## src/rtl/mul_div_scheduler_if.sv

```systemverilog
// Signal bundle between the mul/div scheduler, its reservation stations,
// the shared multiplier/divider and the CDB arbiter.
interface mul_div_scheduler_if #(
    parameter int N_REQ      = 4,
    parameter int DATA_WIDTH = 16,
    parameter int TAG_WIDTH  = 3
) ();
    logic                        flush;
    logic [N_REQ-1:0]            req;
    logic [N_REQ-1:0]            req_is_div;
    logic [N_REQ*DATA_WIDTH-1:0] req_vj;
    logic [N_REQ*DATA_WIDTH-1:0] req_vk;
    logic [N_REQ*TAG_WIDTH-1:0]  req_tag;
    logic [N_REQ-1:0]            grant;
    logic [DATA_WIDTH-1:0]       unit_a;
    logic [DATA_WIDTH-1:0]       unit_b;
    logic                        unit_clken;
    logic                        unit_aclr;
    logic [DATA_WIDTH-1:0]       mul_result;
    logic [DATA_WIDTH-1:0]       div_result;
    logic                        cdb_req;
    logic                        cdb_gnt;
    logic [DATA_WIDTH-1:0]       cdb_data;
    logic [TAG_WIDTH-1:0]        cdb_tag;
    logic                        cdb_valid;
    logic                        busy;

    modport slave (
        input  flush, req, req_is_div, req_vj, req_vk, req_tag,
        input  mul_result, div_result, cdb_gnt,
        output grant, unit_a, unit_b, unit_clken, unit_aclr,
        output cdb_req, cdb_data, cdb_tag, cdb_valid, busy
    );

    modport master (
        output flush, req, req_is_div, req_vj, req_vk, req_tag,
        output mul_result, div_result, cdb_gnt,
        input  grant, unit_a, unit_b, unit_clken, unit_aclr,
        input  cdb_req, cdb_data, cdb_tag, cdb_valid, busy
    );
endinterface

```

## src/rtl/mul_div_scheduler.sv

```systemverilog
// Round-robin scheduler sharing one multiplier/divider pair among N_REQ
// reservation stations; holds each result until the CDB arbiter takes it.
//
// state    | meaning
// IDLE     | waiting for a station request, grant pulses combinationally
// RUN      | unit clocked, counting the fixed mul/div latency
// WAIT_CDB | result held on the CDB request port until granted
module mul_div_scheduler #(
    parameter int N_REQ      = 4,
    parameter int DATA_WIDTH = 16,
    parameter int TAG_WIDTH  = 3,
    parameter int MUL_CYCLES = 3,
    parameter int DIV_CYCLES = 8
) (
    input logic                 clk,
    input logic                 rst_n,
    mul_div_scheduler_if.slave  bus
);
    localparam int PTR_W   = $clog2(N_REQ);
    localparam int MAX_LAT = (MUL_CYCLES > DIV_CYCLES) ? MUL_CYCLES : DIV_CYCLES;
    localparam int CNT_W   = $clog2(MAX_LAT + 1);

    typedef enum logic [1:0] {IDLE, RUN, WAIT_CDB} state_t;

    state_t                state_q, state_d;
    logic [CNT_W-1:0]      cnt_q, cnt_d;
    logic [PTR_W-1:0]      rr_ptr_q, rr_ptr_d;
    logic [DATA_WIDTH-1:0] a_q, a_d;
    logic [DATA_WIDTH-1:0] b_q, b_d;
    logic [TAG_WIDTH-1:0]  tag_q, tag_d;
    logic                  is_div_q, is_div_d;
    logic [DATA_WIDTH-1:0] res_q, res_d;

    logic                  found;
    logic [PTR_W-1:0]      win;
    logic [PTR_W-1:0]      scan_idx;
    logic [DATA_WIDTH-1:0] sel_vj, sel_vk;
    logic [TAG_WIDTH-1:0]  sel_tag;
    logic                  sel_div;
    logic [N_REQ-1:0]      grant_c;
    logic [CNT_W-1:0]      lat_m1;
    logic                  cdb_req_c;

    // First requester strictly after the last winner, wrapping around.
    always_comb begin
        found    = 1'b0;
        win      = '0;
        scan_idx = '0;
        for (int i = 1; i <= N_REQ; i++) begin
            scan_idx = PTR_W'((int'(rr_ptr_q) + i) % N_REQ);
            if (!found && bus.req[scan_idx]) begin
                found = 1'b1;
                win   = scan_idx;
            end
        end
    end

    always_comb begin
        sel_vj  = '0;
        sel_vk  = '0;
        sel_tag = '0;
        sel_div = 1'b0;
        grant_c = '0;
        for (int i = 0; i < N_REQ; i++) begin
            if (win == PTR_W'(i)) begin
                sel_vj  = bus.req_vj[i*DATA_WIDTH +: DATA_WIDTH];
                sel_vk  = bus.req_vk[i*DATA_WIDTH +: DATA_WIDTH];
                sel_tag = bus.req_tag[i*TAG_WIDTH +: TAG_WIDTH];
                sel_div = bus.req_is_div[i];
                // rst_n term keeps grant low while reset is held with requests pending.
                grant_c[i] = rst_n && (state_q == IDLE) && !bus.flush && found;
            end
        end
    end

    assign lat_m1 = is_div_q ? CNT_W'(DIV_CYCLES - 1) : CNT_W'(MUL_CYCLES - 1);

    always_comb begin
        state_d  = state_q;
        cnt_d    = cnt_q;
        rr_ptr_d = rr_ptr_q;
        a_d      = a_q;
        b_d      = b_q;
        tag_d    = tag_q;
        is_div_d = is_div_q;
        res_d    = res_q;
        case (state_q)
            IDLE: begin
                if (!bus.flush && found) begin
                    state_d  = RUN;
                    cnt_d    = '0;
                    rr_ptr_d = win;
                    a_d      = sel_vj;
                    b_d      = sel_vk;
                    tag_d    = sel_tag;
                    is_div_d = sel_div;
                end
            end
            RUN: begin
                cnt_d = cnt_q + 1'b1;
                if (cnt_q == lat_m1 && !bus.flush) begin
                    res_d   = is_div_q ? bus.div_result : bus.mul_result;
                    state_d = WAIT_CDB;
                end
            end
            WAIT_CDB: begin
                if (bus.cdb_gnt) state_d = IDLE;
            end
            default: state_d = IDLE;
        endcase
        if (bus.flush) begin
            state_d = IDLE;
            cnt_d   = '0;
        end
    end

    always_ff @(posedge clk or negedge rst_n) begin
        if (!rst_n) begin
            state_q  <= IDLE;
            cnt_q    <= '0;
            rr_ptr_q <= PTR_W'(N_REQ - 1);
            a_q      <= '0;
            b_q      <= '0;
            tag_q    <= '0;
            is_div_q <= 1'b0;
            res_q    <= '0;
        end else begin
            state_q  <= state_d;
            cnt_q    <= cnt_d;
            rr_ptr_q <= rr_ptr_d;
            a_q      <= a_d;
            b_q      <= b_d;
            tag_q    <= tag_d;
            is_div_q <= is_div_d;
            res_q    <= res_d;
        end
    end

    // A flush suppresses the pending broadcast even if the arbiter grants.
    assign cdb_req_c      = (state_q == WAIT_CDB) && !bus.flush;
    assign bus.cdb_req    = cdb_req_c;
    assign bus.cdb_valid  = cdb_req_c && bus.cdb_gnt;
    assign bus.cdb_data   = res_q;
    assign bus.cdb_tag    = tag_q;
    assign bus.grant      = grant_c;
    assign bus.unit_a     = a_q;
    assign bus.unit_b     = b_q;
    assign bus.unit_clken = (state_q == RUN);
    assign bus.unit_aclr  = bus.flush;
    assign bus.busy       = (state_q != IDLE);
endmodule
```

## src/flat_wrapper.sv

```systemverilog
// flat-port wrapper written by rule: the top's interface ports become plain ports
module mul_div_scheduler_flat 
#(
    parameter int N_REQ      = 4,
    parameter int DATA_WIDTH = 16,
    parameter int TAG_WIDTH  = 3,
    parameter int MUL_CYCLES = 3,
    parameter int DIV_CYCLES = 8
)
  (clk, rst_n, bus_flush, bus_req, bus_req_is_div, bus_req_vj, bus_req_vk, bus_req_tag, bus_mul_result, bus_div_result, bus_cdb_gnt, bus_grant, bus_unit_a, bus_unit_b, bus_unit_clken, bus_unit_aclr, bus_cdb_req, bus_cdb_data, bus_cdb_tag, bus_cdb_valid, bus_busy);
  mul_div_scheduler_if #(.N_REQ(N_REQ), .DATA_WIDTH(DATA_WIDTH), .TAG_WIDTH(TAG_WIDTH)) bus_i ();
  input logic clk;
  input logic rst_n;
  input wire logic [$bits(bus_i.flush)-1:0] bus_flush;
  input wire logic [$bits(bus_i.req)-1:0] bus_req;
  input wire logic [$bits(bus_i.req_is_div)-1:0] bus_req_is_div;
  input wire logic [$bits(bus_i.req_vj)-1:0] bus_req_vj;
  input wire logic [$bits(bus_i.req_vk)-1:0] bus_req_vk;
  input wire logic [$bits(bus_i.req_tag)-1:0] bus_req_tag;
  input wire logic [$bits(bus_i.mul_result)-1:0] bus_mul_result;
  input wire logic [$bits(bus_i.div_result)-1:0] bus_div_result;
  input wire logic [$bits(bus_i.cdb_gnt)-1:0] bus_cdb_gnt;
  output wire logic [$bits(bus_i.grant)-1:0] bus_grant;
  output wire logic [$bits(bus_i.unit_a)-1:0] bus_unit_a;
  output wire logic [$bits(bus_i.unit_b)-1:0] bus_unit_b;
  output wire logic [$bits(bus_i.unit_clken)-1:0] bus_unit_clken;
  output wire logic [$bits(bus_i.unit_aclr)-1:0] bus_unit_aclr;
  output wire logic [$bits(bus_i.cdb_req)-1:0] bus_cdb_req;
  output wire logic [$bits(bus_i.cdb_data)-1:0] bus_cdb_data;
  output wire logic [$bits(bus_i.cdb_tag)-1:0] bus_cdb_tag;
  output wire logic [$bits(bus_i.cdb_valid)-1:0] bus_cdb_valid;
  output wire logic [$bits(bus_i.busy)-1:0] bus_busy;
  assign bus_i.flush = bus_flush;
  assign bus_i.req = bus_req;
  assign bus_i.req_is_div = bus_req_is_div;
  assign bus_i.req_vj = bus_req_vj;
  assign bus_i.req_vk = bus_req_vk;
  assign bus_i.req_tag = bus_req_tag;
  assign bus_i.mul_result = bus_mul_result;
  assign bus_i.div_result = bus_div_result;
  assign bus_i.cdb_gnt = bus_cdb_gnt;
  assign bus_grant = bus_i.grant;
  assign bus_unit_a = bus_i.unit_a;
  assign bus_unit_b = bus_i.unit_b;
  assign bus_unit_clken = bus_i.unit_clken;
  assign bus_unit_aclr = bus_i.unit_aclr;
  assign bus_cdb_req = bus_i.cdb_req;
  assign bus_cdb_data = bus_i.cdb_data;
  assign bus_cdb_tag = bus_i.cdb_tag;
  assign bus_cdb_valid = bus_i.cdb_valid;
  assign bus_busy = bus_i.busy;
  mul_div_scheduler #(.N_REQ(N_REQ), .DATA_WIDTH(DATA_WIDTH), .TAG_WIDTH(TAG_WIDTH), .MUL_CYCLES(MUL_CYCLES), .DIV_CYCLES(DIV_CYCLES)) u_core (.clk(clk), .rst_n(rst_n), .bus(bus_i));
endmodule
```

## config.mk

```make
export PLATFORM = sky130hd
export DESIGN_NAME = mul_div_scheduler_flat
export DESIGN_NICKNAME = d
export VERILOG_FILES = /design/src/rtl/mul_div_scheduler_if.sv /design/src/rtl/mul_div_scheduler.sv /design/src/flat_wrapper.sv
export SDC_FILE = /design/constraint.sdc
export NUM_CORES = 1
export LEC_CHECK = 0
export CAP_MARGIN = 30
export CORE_UTILIZATION = 37
export CTS_CLUSTER_DIAMETER = 150
export CTS_CLUSTER_SIZE = 14
export DETAILED_ROUTE_END_ITERATION = 12
export PLACE_DENSITY = 0.93
export SLEW_MARGIN = 20
export SYNTH_ARGS = -nofsm -noshare
export SYNTH_HDL_FRONTEND = slang
export SYNTH_SLANG_ARGS = --single-unit
```

## constraint.sdc

```tcl
create_clock -name clk -period 2.6 [get_ports clk]
set_clock_uncertainty 0.05 [all_clocks]
set_input_delay 0.39 -clock clk [delete_from_list [all_inputs] [get_ports clk]]
set_output_delay 0.39 -clock clk [all_outputs]
set_load 0.05 [all_outputs]
```

==> out/metrics.csv, run 1 <==
stage,metric,value,unit
final_layout,"most common cell after layout, fill and taps aside",clkdlybuf4s50_1,
min_path,hold crit path type,input pin to async pin,
timing,min Tclk post-route,2.49,ns
final_layout,Area growth syn-to-layout,73.1,%
timing,RSZ-0062 raised after global routing,false,
power,LEAKAGE,2.87,nW
critical_path,"slowest stage delay, CP",0.56,ns
synthesis,Synth top area share,0.382,
synthesis,"area leader, netlist",dfrtp_1,
power,Reg power frac,0.243,
synthesis,yosys warns,0,
die,Initial Utilization,0.385,
global_routing,largest net degree at the start of global routing,61,
route,total wire length,12100,µm
job,Max Cap Viol,0,
global_routing,GR peak layer,met2,
clocking,CTS Buf Count,9,
critical_path,cell breakdown of the critical path,clkdlybuf4s50_1 > nand2b_1 > a21oi_1 > a211o_1 > nand3_1 > nor2_1 > buf_12,
final_layout,"Net count, final",765,
critical_path,Critical Path RT,2.16,ns
timing,f_max,402,MHz
power,Comb pwr share,0.615,
timing,Worst-Margin Slew,0.755,ns
clocking,CTS Root Cell,clkbuf_8,
timing,"Slew Viols, Final",0,
synthesis,Netlist cell types,36,
global_routing,global routing met3 resource utilization,0.0726,
synthesis,"Seq/Total Area, Yosys",0.396,
route,DR DRC count,0,
critical_path,"Slowest-stage cell, CP",clkdlybuf4s50_1,
synthesis,post-synthesis area per instance,11.3,µm²
timing,setup TNS,0,ns
final_layout,Antenna Cells,0,
die,Core Region,9860,µm²
power,VDD IR max,0.469,mV
critical_path,CP Capture Type,output pin,
clocking,CTS H-tree lvls,3,
final_layout,"commonest cells after routing, fill and taps aside","clkdlybuf4s50_1, mux2i_1, dfrtp_1",
route,first-pass detailed-route iteration total,3,
power,Power Dens Cells,945,nW/µm²
global_routing,number of global-route vias before repair,3729,
synthesis,syn_nets,522,
global_routing,first-pass GRT wire length,17900,µm
global_routing,GRT Overall Usage,0.225,
critical_path,startpoint types,input pin,
timing,fin crit share,0.957,
power,Power Total,6.22,mW
die,Die H,103,µm
synthesis,Synth Cell Area,3800,µm²
synthesis,Gate Count Post-Synth,337,
synthesis,Yosys reg bits,60,
critical_path,CP Class,input pin to output pin,
power,Pint,3.33,mW
clocking,"Reg clk slew, reported paths",0.08,ns
clocking,CTS sink cnt,60,
final_layout,fraction of layout cells with a size suffix above 1,0.140,
route,via density per instance,5.07,
route,wire length per cell,16.9,µm
critical_path,Worst Path Max Fanout,5,
power,NetSw,2.88,mW
place,Detail Placement HPWL,9560,µm
global_routing,met1 usage,0.223,
power,clock share of power,0.142,
die,area of the die,10700,µm²
critical_path,CP arrival,2.05,ns
timing,final setup vio count,0,
global_routing,met2 GRT Util,0.433,
die,Std-Cell Rows,36,
place,port bufs,243,
route,Detail Route Antenna Nets,0,
route,drt initial violations,101,
clocking,Worst-Skew Late Latency,0.34,ns
timing,final hold vios,0,
clocking,CTS Buffer Depth,2,
global_routing,initial antenna violation count,0,
clocking,post-cts resize count,0,
synthesis,synth top area cells,"dfrtp_1, mux2i_1, a221oi_2",
die,Boundary Pins,244,
status,status,"complete, no violations",
global_routing,"Remaining Overflow, GRT",0,
clocking,CTS tree,done,
timing,max_slew headroom,0.497,
die,Die Wd,103,µm
power,Sw Ratio,0.464,
clocking,# hold bufs at CTS,0,
route,Vias,3637,
place,GP Congestion,0.728,
==> logic make-up after synthesis <==
logic type | synth area share
simple gates | 0.104
fa+ha+maj | 0.00329
buf+inv | 0.0675
mux | 0.234
flops | 0.396
compound gates | 0.195
==> metal layers <==
layer	up-vias	share of wire
met4	0	0.023
li1	1742	-
met3	19	0.095
met5	-	0
met1	1709	0.35
met2	167	0.53
==> registers in the layout (all words and copies together) (netlist names) <==
signal / cells
u_core.is_div_q: 1
u_core.state_q: 2
u_core.bus.cdb_tag: 3
u_core.bus.unit_b: 16
u_core.bus.cdb_data: 16
u_core.cnt_q: 4
u_core.bus.unit_a: 16
u_core.rr_ptr_q: 2
==> worst max-delay path, delay by kind of cell <==
kind            cells  cell delay [ns]
compound gates      2             0.49
simple gates        3             0.43
buf+inv             2             0.73
==> through the flow <==
stage                     utilization  hold slack, ns  setup slack [ns]  cells  area, µm²
after floorplan                     -          0.0444             0.111    337       3800
after global placement          0.644           0.413             0.199    700       6350
after detailed placement        0.644           0.425            0.0993    700       6350
after CTS                       0.667           0.230             0.122    718       6580
final                           0.667           0.214             0.113    718       6580
after global routing            0.667           0.283            0.0492    718       6580
==> path summary, 6_finish.rpt <==
check	from	depth (start not counted)	to	slack, ns
worst max-delay path	bus_req[1]	7	bus_grant[0]	0.11
worst min-delay path	rst_n	2	u_core.bus.cdb_data[11]	0.21
worst max register to register	u_core.rr_ptr_q[1]	7	u_core.bus.unit_b[7]	0.36
min in group clk	u_core.bus.cdb_data[10]	2	u_core.bus.cdb_data[10]	0.44
worst min register to register	u_core.bus.cdb_data[10]	2	u_core.bus.cdb_data[10]	0.44
max in group asynchronous	rst_n	2	u_core.bus.unit_b[15]	1.78
==> power by group through the flow <==
stage	registers [mW]	clock network, mW	logic, mW
after CTS	1.51	0.913	3.86
after global placement	1.51	0	3.76
after global routing	1.55	0.949	4.03
after floorplan	2.60	0	1.53
final	1.51	0.885	3.82
after detailed placement	1.52	0	3.84
==> cells in the mapped netlist (all sizes together) <==
cell type and instances:
mux2i 89, dfrtp 58, nor2 46, a221oi 36
o21ai 26, nand2 22, buf 21, clkbuf 5
a21oi 3, inv 3, nand2b 3, nand3 3
dfstp 2, nor2b 2, nor3 2, or3 2
a211o 1, a211oi 1, a21boi 1, a21o 1
a22o 1, a2bb2oi 1, a31oi 1, and2 1
and3 1, ha 1, nand4 1, nor4 1
o21bai 1, or2 1
==> cell type report <==
type	count	area [µm²]
clock buffer	10	138
clock inverter	6	71.3
fill	733	3290
inverter	3	11.3
multi-input combinational	248	2050
sequential	60	1500
tap	133	166
timing repair buffer	258	2640
==> what timing repair did <==
action | 4_1_cts | 5_1_grt
buffers inserted | 2 | 0
endpoints found under the setup margin | 2 | 0
endpoints found under the hold margin | 0 | 0
Power figures use the tool's default switching activity.
==> run 2, diff against run 1 <==
--- a/config.mk
+++ b/config.mk
@@ -10,8 +10,8 @@
 export CTS_CLUSTER_DIAMETER = 150
 export CTS_CLUSTER_SIZE = 14
 export DETAILED_ROUTE_END_ITERATION = 12
-export PLACE_DENSITY = 0.93
-export SLEW_MARGIN = 20
+export PLACE_DENSITY_LB_ADDON = 0.2
+export SLEW_MARGIN = 5
 export SYNTH_ARGS = -nofsm -noshare
 export SYNTH_HDL_FRONTEND = slang
 export SYNTH_SLANG_ARGS = --single-unit
==> out/metrics.csv, run 2 (synthesis gave the netlist of run 1 again) <==
stage,metric,value,unit,change
status,status,"complete, no violations",,unchanged
global_routing,number of global-route vias before repair,3508,,was 3729
power,Power Total,6.26,mW,was 6.22 mW
timing,Min Hold Slack,0.352,ns,was 0.214 ns
final_layout,fraction of layout cells with a size suffix above 1,0.139,,was 0.140
die,Die Wd,103,µm,unchanged
power,NetSw,2.87,mW,was 2.88 mW
critical_path,"slowest stage delay, CP",0.49,ns,was 0.56 ns
power,Comb pwr share,0.610,,was 0.615
final_layout,Multi-input gate area,2060,µm²,was 2050 µm²
global_routing,largest net degree at the start of global routing,60,,was 61
clocking,Worst-Skew Late Latency,0.33,ns,was 0.34 ns
route,first-pass detailed-route iteration total,4,,was 3
job,Max Cap Viol,0,,unchanged
power,VDD IR max,0.440,mV,was 0.469 mV
timing,min Tclk post-route,2.48,ns,was 2.49 ns
critical_path,Critical Path RT,2.16,ns,about the same
route,total wire length,12200,µm,was 12100 µm
timing,fin crit share,0.955,,was 0.957
place,Placement Cell Area,6310,µm²,was 6350 µm²
clocking,"Reg clk slew, reported paths",0.06,ns,was 0.08 ns
power,Sw Ratio,0.459,,was 0.464
die,Die H,103,µm,unchanged
min_path,hold crit path type,input pin to async pin,,unchanged
timing,f_max,403,MHz,was 402 MHz
route,DR DRC count,0,,unchanged
power,Pint,3.39,mW,was 3.33 mW
die,area of the die,10700,µm²,unchanged
power,Power Dens Cells,954,nW/µm²,was 945 nW/µm²
die,Core Region,9860,µm²,unchanged
route,wire length per cell,17.1,µm,was 16.9 µm
critical_path,CP top delay family,buffers and inverters,,unchanged
critical_path,cell breakdown of the critical path,clkdlybuf4s50_1 > o21ai_1 > o21ai_1 > a211oi_2 > buf_4 > nand3_1 > nor2_2 > buf_12,,was clkdlybuf4s50_1 > nand2b_1 > a21oi_1 > a211o_1 > nand3_1 > nor2_1 > buf_12
clocking,CTS sink cnt,60,,unchanged
die,Boundary Pins,244,,unchanged
final_layout,post-route cell area,6560,µm²,was 6580 µm²
place,Setup WS pre-CTS,-0.0568,ns,was 0.0993 ns
power,LEAKAGE,2.86,nW,was 2.87 nW
timing,final setup vio count,0,,unchanged
clocking,CTS Buf Count,9,,unchanged
timing,Worst-Margin Slew,0.832,ns,was 0.755 ns
critical_path,CP Class,input pin to output pin,,unchanged
final_layout,"commonest cells after routing, fill and taps aside","clkdlybuf4s50_1, mux2i_1, dfrtp_1",,unchanged
final_layout,"Net count, final",763,,was 765
critical_path,CP Capture Type,output pin,,unchanged
critical_path,CP arrival,2.04,ns,was 2.05 ns
clocking,CTS tree,done,,unchanged
timing,RSZ-0062 raised after global routing,true,,was false
critical_path,"Buf+Inv Stages, Crit Path",3,,was 2
clocking,CTS Buffer Depth,2,,unchanged
timing,max_slew headroom,0.445,,was 0.497
clocking,CTS H-tree lvls,3,,unchanged
die,Std-Cell Rows,36,,unchanged
global_routing,"Remaining Overflow, GRT",0,,unchanged
route,drt initial violations,54,,was 101
place,Detail Placement HPWL,9500,µm,was 9560 µm
power,clock share of power,0.148,,was 0.142
final_layout,Antenna Cells,0,,unchanged
timing,final hold vios,0,,unchanged
global_routing,initial antenna violation count,0,,unchanged
final_layout,Final Util,0.665,,was 0.667
place,GP Congestion,0.755,,was 0.728
power,Reg power frac,0.242,,was 0.243
route,via density per instance,4.99,,was 5.07
final_layout,"most common cell after layout, fill and taps aside",clkdlybuf4s50_1,,unchanged
route,Vias,3572,,was 3637
place,port bufs,243,,unchanged
clocking,CTS Root Cell,clkbuf_8,,unchanged
final_layout,fillers,760,,was 733
timing,Final WS setup,0.117,ns,was 0.113 ns
final_layout,register area,1500,µm²,unchanged
critical_path,startpoint types,input pin,,unchanged
critical_path,"Slowest-stage cell, CP",clkdlybuf4s50_1,,unchanged
critical_path,CP most frequent cell,o21ai_1,,
timing,"Slew Viols, Final",0,,unchanged
critical_path,Worst Path Max Fanout,5,,unchanged
global_routing,GRT Overall Usage,0.221,,was 0.225
final_layout,Area growth syn-to-layout,72.6,%,was 73.1%
die,Initial Utilization,0.385,,unchanged
route,Detail Route Antenna Nets,0,,unchanged
global_routing,first-pass GRT wire length,17800,µm,was 17900 µm
-- run 2: per-layer routing --
layer / wire length (µm) / GRT usage / vias up
met2: 6040 / 0.397 / 155
met3: 1140 / 0.0733 / 14
met5: 0 / 0 / -
met1: 4880 / 0.249 / 1671
met4: 176 / 0.0628 / 0
li1: - / - / 1732
-- run 2: repair_timing --
item | in CTS | in global routing
hold buffers | 1 | 0
setup buffers | 0 | 1
endpoints found under the setup margin | 0 | 4
resized for setup | 0 | 3
hold endpoints to repair | 1 | 0
-- run 2: power by group through the flow --
stage / sequential (mW) / combinational (mW) / clock [mW]
3_5_place_dp: 1.52 / 3.84 / 0
2_1_floorplan: 2.60 / 1.53 / 0
6_report: 1.51 / 3.82 / 0.929
3_3_place_gp: 1.51 / 3.77 / 0
4_1_cts: 1.51 / 3.85 / 0.945
5_1_grt: 1.55 / 4.01 / 0.987
-- run 2: final timing paths --
| kind | from | to | slack, ns | cells past startpoint |
|---|---|---|---|---|
| worst min-delay path | rst_n | u_core.is_div_q | 0.35 | 2 |
| min in group clk | u_core.bus.cdb_data[10] | u_core.bus.cdb_data[10] | 0.43 | 2 |
| worst max-delay path | bus_req[0] | bus_grant[3] | 0.12 | 8 |
| max in group asynchronous | rst_n | u_core.bus.unit_a[8] | 1.21 | 3 |
| worst max register to register | u_core.state_q[1] | u_core.bus.unit_a[2] | 0.24 | 4 |
| worst min register to register | u_core.bus.cdb_data[10] | u_core.bus.cdb_data[10] | 0.43 | 2 |
-- run 2: through the flow --
step           instances  TNS (ns)
2_1_floorplan        337         0
5_1_grt              716   -0.0165
3_5_place_dp         698    -0.271
6_report             716         0
3_3_place_gp         698         0
4_1_cts              715         0
-- run 2: area by class of cell --
cell class                 instances  area share
timing repair buffer             256       0.396
multi-input combinational        248       0.315
sequential                        60       0.229
tap                              133      0.0254
clock buffer                      11      0.0216
clock inverter                     5      0.0114
inverter                           3     0.00172
==> run 3, diff against run 2 <==
--- a/config.mk
+++ b/config.mk
@@ -6,11 +6,13 @@
 export NUM_CORES = 1
 export LEC_CHECK = 0
 export CAP_MARGIN = 30
+export CORE_ASPECT_RATIO = 2
 export CORE_UTILIZATION = 37
 export CTS_CLUSTER_DIAMETER = 150
 export CTS_CLUSTER_SIZE = 14
 export DETAILED_ROUTE_END_ITERATION = 12
 export PLACE_DENSITY_LB_ADDON = 0.2
+export SKIP_CTS_REPAIR_TIMING = 1
 export SLEW_MARGIN = 5
 export SYNTH_ARGS = -nofsm -noshare
 export SYNTH_HDL_FRONTEND = slang
==> out/metrics.csv, run 3 (synthesis gave the netlist of run 1 again) <==
stage,metric,value,unit,change
status,status,"complete, no violations",,unchanged
route,total wire length,12400,µm,was 12200 µm
timing,"Slew Viols, Final",0,,unchanged
timing,Worst-Margin Slew,0.803,ns,was 0.832 ns
place,GP Congestion,0.874,,was 0.755
timing,max_slew headroom,0.464,,was 0.445
critical_path,reg2reg start,u_core.state_q[1],,unchanged
timing,f_max,399,MHz,was 403 MHz
critical_path,startpoint types,input pin,,unchanged
critical_path,Crit Reg-Reg Endpoint,u_core.bus.unit_a[2],,unchanged
clocking,CTS tree,done,,unchanged
die,Die H,145,µm,was 103 µm
place,placed cell count,701,,was 698
route,DR DRC count,0,,unchanged
final_layout,"Net count, final",763,,unchanged
final_layout,Antenna Cells,0,,unchanged
critical_path,cell breakdown of the critical path,clkdlybuf4s50_1 > o21ai_1 > o21ai_1 > a211oi_2 > buf_4 > nand3_1 > nor2_1 > buf_12,,was clkdlybuf4s50_1 > o21ai_1 > o21ai_1 > a211oi_2 > buf_4 > nand3_1 > nor2_2 > buf_12
power,VDD IR max,0.632,mV,was 0.440 mV
timing,min Tclk post-route,2.51,ns,was 2.48 ns
die,Core Region,10000,µm²,was 9860 µm²
global_routing,"Remaining Overflow, GRT",0,,unchanged
place,Setup WS pre-CTS,-0.0563,ns,was -0.0568 ns
timing,final setup vio count,0,,unchanged
route,wire length per cell,17.4,µm,was 17.1 µm
power,Power Total,6.34,mW,was 6.26 mW
critical_path,CP Capture Type,output pin,,unchanged
global_routing,GRT Overall Usage,0.239,,was 0.221
die,Die Wd,73.7,µm,was 103 µm
clocking,CTS Buffer Depth,2,,unchanged
critical_path,Worst Path Max Fanout,5,,unchanged
global_routing,initial antenna violation count,0,,unchanged
die,area of the die,10700,µm²,about the same
min_path,hold crit path type,input pin to async pin,,unchanged
place,Placement Cell Area,6350,µm²,was 6310 µm²
critical_path,Reg2Reg Depth,5,,was 4
timing,Final WS setup,0.0927,ns,was 0.117 ns
clocking,CTS H-tree lvls,3,,unchanged
final_layout,Area growth syn-to-layout,74.1,%,was 72.6%
critical_path,CP Class,input pin to output pin,,unchanged
die,Initial Utilization,0.379,,was 0.385
global_routing,largest net degree at the start of global routing,53,,was 60
timing,final hold vios,0,,unchanged
route,first-pass detailed-route iteration total,5,,was 4
clocking,"Reg clk slew, reported paths",0.05,ns,was 0.06 ns
clocking,CTS sink cnt,60,,unchanged
clocking,Worst-Skew Late Latency,0.32,ns,was 0.33 ns
die,Std-Cell Rows,52,,was 36
final_layout,fraction of layout cells with a size suffix above 1,0.131,,was 0.139
route,Detail Route Antenna Nets,0,,unchanged
global_routing,number of global-route vias before repair,3856,,was 3508
clocking,CTS Root Cell,clkbuf_16,,was clkbuf_8
route,drt initial violations,116,,was 54
timing,Min Hold Slack,0.232,ns,was 0.352 ns
route,via density per instance,5.13,,was 4.99
power,Power Dens Cells,958,nW/µm²,was 954 nW/µm²
final_layout,"commonest cells after routing, fill and taps aside","clkdlybuf4s50_1, mux2i_1, dfrtp_1",,unchanged
critical_path,"Slowest-stage cell, CP",clkdlybuf4s50_1,,unchanged
power,LEAKAGE,2.89,nW,was 2.86 nW
global_routing,first-pass GRT wire length,19200,µm,was 17800 µm
final_layout,"most common cell after layout, fill and taps aside",clkdlybuf4s50_1,,unchanged
timing,RSZ-0062 raised after global routing,true,,unchanged
route,Vias,3675,,was 3572
timing,setup TNS,0,ns,unchanged
place,port bufs,243,,unchanged
clocking,CTS Buf Count,9,,unchanged
final_layout,final cell count without fillers,716,,unchanged
final_layout,post-route cell area,6620,µm²,was 6560 µm²
place,Detail Placement HPWL,9790,µm,was 9500 µm
job,Max Cap Viol,0,,unchanged
critical_path,CP most frequent cell,o21ai_1,,unchanged
critical_path,flop2flop setup slack,0.34,ns,was 0.24 ns
die,Boundary Pins,244,,unchanged
critical_path,Critical Path RT,2.16,ns,about the same
critical_path,"slowest stage delay, CP",0.50,ns,was 0.49 ns
timing,fin crit share,0.964,,was 0.955
critical_path,CP arrival,2.07,ns,was 2.04 ns
final_layout,Final Util,0.660,,was 0.665
[run 3: cell count changes in the layout (fill, tap and decap cells not counted), sizes merged]
| cell | previous run | this run |
|---|---|---|
| bufinv | 2 | 0 |
[run 3: worst max-delay path by stage]
stage | startpoint | endpoint | slack [ns] | cells past startpoint
6_report | bus_req[0] | bus_grant[3] | 0.09 | 8
5_1_grt | bus_req[0] | bus_grant[3] | 0.005 | 8
4_1_cts | bus_req[0] | bus_grant[3] | 0.09 | 8
3_5_place_dp | bus_req[0] | u_core.bus.unit_a[0] | -0.06 | 6
3_3_place_gp | bus_req[0] | u_core.bus.unit_a[2] | 0.03 | 6
2_1_floorplan | u_core.rr_ptr_q[1] | bus_grant[0] | 0.11 | 7
[run 3: power by group]
part	switching, mW	total, mW	internal (mW)
sequential	0.216	1.51	1.29
clock	0.391	1.04	0.653
combinational	2.25	3.79	1.54
[run 3: final cells by class]
cell class	instances	area [µm²]
Timing Repair Buffer	256	2620
Multi-Input combinational cell	248	2050
Tap cell	135	169
Fill cell	840	3400
Sequential cell	60	1500
Inverter	3	11.3
Clock inverter	3	15.0
Clock buffer	11	243
[run 3: worst max-delay path: cells and delay by family]
kind / cells / cell delay, ns
buffers and inverters: 3 / 0.84
AND/OR/NAND/NOR: 2 / 0.34
AO/OA/AOI/OAI: 3 / 0.49
[run 3: metal layers]
| layer | global-route usage | vias to the layer above | share of wire |
|---|---|---|---|
| li1 | - | 1738 | - |
| met3 | 0.0658 | 24 | 0.084 |
| met1 | 0.238 | 1746 | 0.34 |
| met4 | 0.0894 | 0 | 0.023 |
| met5 | 0 | - | 0 |
| met2 | 0.446 | 167 | 0.56 |
==> edit: new RTL, flow settings as in run 2 <==
The 3 states of `state_t` get a one-hot encoding in 3 bits.
--- a/src/rtl/mul_div_scheduler.sv
+++ b/src/rtl/mul_div_scheduler.sv
@@ -20,7 +20,7 @@
     localparam int MAX_LAT = (MUL_CYCLES > DIV_CYCLES) ? MUL_CYCLES : DIV_CYCLES;
     localparam int CNT_W   = $clog2(MAX_LAT + 1);
 
-    typedef enum logic [1:0] {IDLE, RUN, WAIT_CDB} state_t;
+    typedef enum logic [2:0] {IDLE = 3'b001, RUN = 3'b010, WAIT_CDB = 3'b100} state_t;
 
     state_t                state_q, state_d;
     logic [CNT_W-1:0]      cnt_q, cnt_d;
Function: no difference found for any inputs over 4 cycles, from zero or initial values and one cycle with rst_n low; so few cycles prove little.
==> edit against run 2 <==
Sequential cell count up 1; worst setup slack worse by 0.076 ns; register-to-register slack better by 0.04 ns; area after synthesis up 3.1%; routed wire length up 14%; power down 4.0%; first-iteration DRC count rose to 4.0 times the old value; cell area up 4.9%.
==> edit: results <==
place:
  placed_area_um2: 6630
  placed_cells: 761
  pre_cts_slack_ns: -0.142
  dp_hpwl_um: 10300
  gp_congestion: 0.867
synthesis:
  yosysSeqAreaShare: 0.390
  ys_top_cells_by_count: "58 x dfrtp_1, 31 x mux2i_1, 30 x a211oi_1"
  syn-num-nets: 578
  synthMuxAreaShare: 0.154
  synth.distinct_cells: 48
  synth.area.top_cells: "dfrtp_1 37%, mux2i_1 7.9%, a211oi_1 5.7%, mux2_4 5.7%, a221o_1 5.4%"
  synth_fa_ha_area_frac: 0.00319
  synth_compound_area_frac: 0.237
  avgSynthCellArea_um2: 9.97
setup_path:
  r2r_end: "u_core.bus.unit_b[14]"
  cp_max_fo: 4
  reg2reg_slack_ns: 0.28
  arrival_ns: 2.12
  r2r_cells: 5
  startpoint: "bus_req[2]"
  crit_path_end: "bus_grant[2]"
  r2r_start: "u_core.rr_ptr_q[0]"
finish:
  nNetsFinal: 821
  n_all_buffers: 270
  seq_cells: 61
  multi_input_cells: 293
  buf_share: 0.395
  n_all_inverters: 1
  clk_share: 0.0324
  fill_cells: 846
  multi_input_area_share: 0.325
  clock_buffers: 9
  design_area_um2: 6880
  seq_area_um2: 1530
route:
  routed_wl_um: 13900
  drtIter0Drc: 215
  wl_per_cell_um: 17.9
  met3_length_um: 1150
  wl_met1_um: 5440
  viasPerCell: 5.47
  drt_first_pass_iters: 5
  wl_met2_um: 6970
sta:
  tightest_slew_ns: 0.938
global_routing:
  grt_max_degree: 62
  grtUsageMet1: 0.286
  use_met2: 0.443
  grt_use_total: 0.248
  grt_util_met3: 0.0543
outcome:
  status: "finished, final reports clean"
clock_tree:
  cts-resized-gates: 2
floorplanning:
  die-area_um2: 11000
power:
  powerComb_w: 0.00362
  vdd.ir_drop.worst_mv: 0.487
  cellPowerDensity_nw_per_um2: 874
  p_leak_nw: 2.84
  powerSeq_w: 0.00145
hold_path:
  hold_class: "in -> async"
edit: cell count changes in the layout (fill, tap and decap cells not counted), sizes merged, moves of 20 or more:
cell and change:
a211oi +29, a221o +21, nor2 -22, nand4 +20, a221oi -36, a21oi +21
mux2 +21, o31ai +21, mux2i -58
edit: worst min-delay path by stage:
stage / startpoint / to / slack (ns) / depth (start not counted)
finish: rst_n / u_core.bus.cdb_data[0] / 0.19 / 2
detailed placement: u_core.bus.cdb_data[13] / u_core.bus.cdb_data[13] / 0.42 / 2
floorplan: rst_n / u_core.bus.cdb_data[0] / 0.04 / 0
global placement: u_core.bus.cdb_data[12] / u_core.bus.cdb_data[12] / 0.42 / 2
CTS: rst_n / u_core.bus.cdb_data[13] / 0.22 / 2
global route: rst_n / u_core.bus.cdb_data[12] / 0.27 / 2
edit: worst max-delay path: cells and delay by family:
kind                   cells  cell delay, ns
buffers and inverters      3            0.88
AND/OR/NAND/NOR            4            0.85
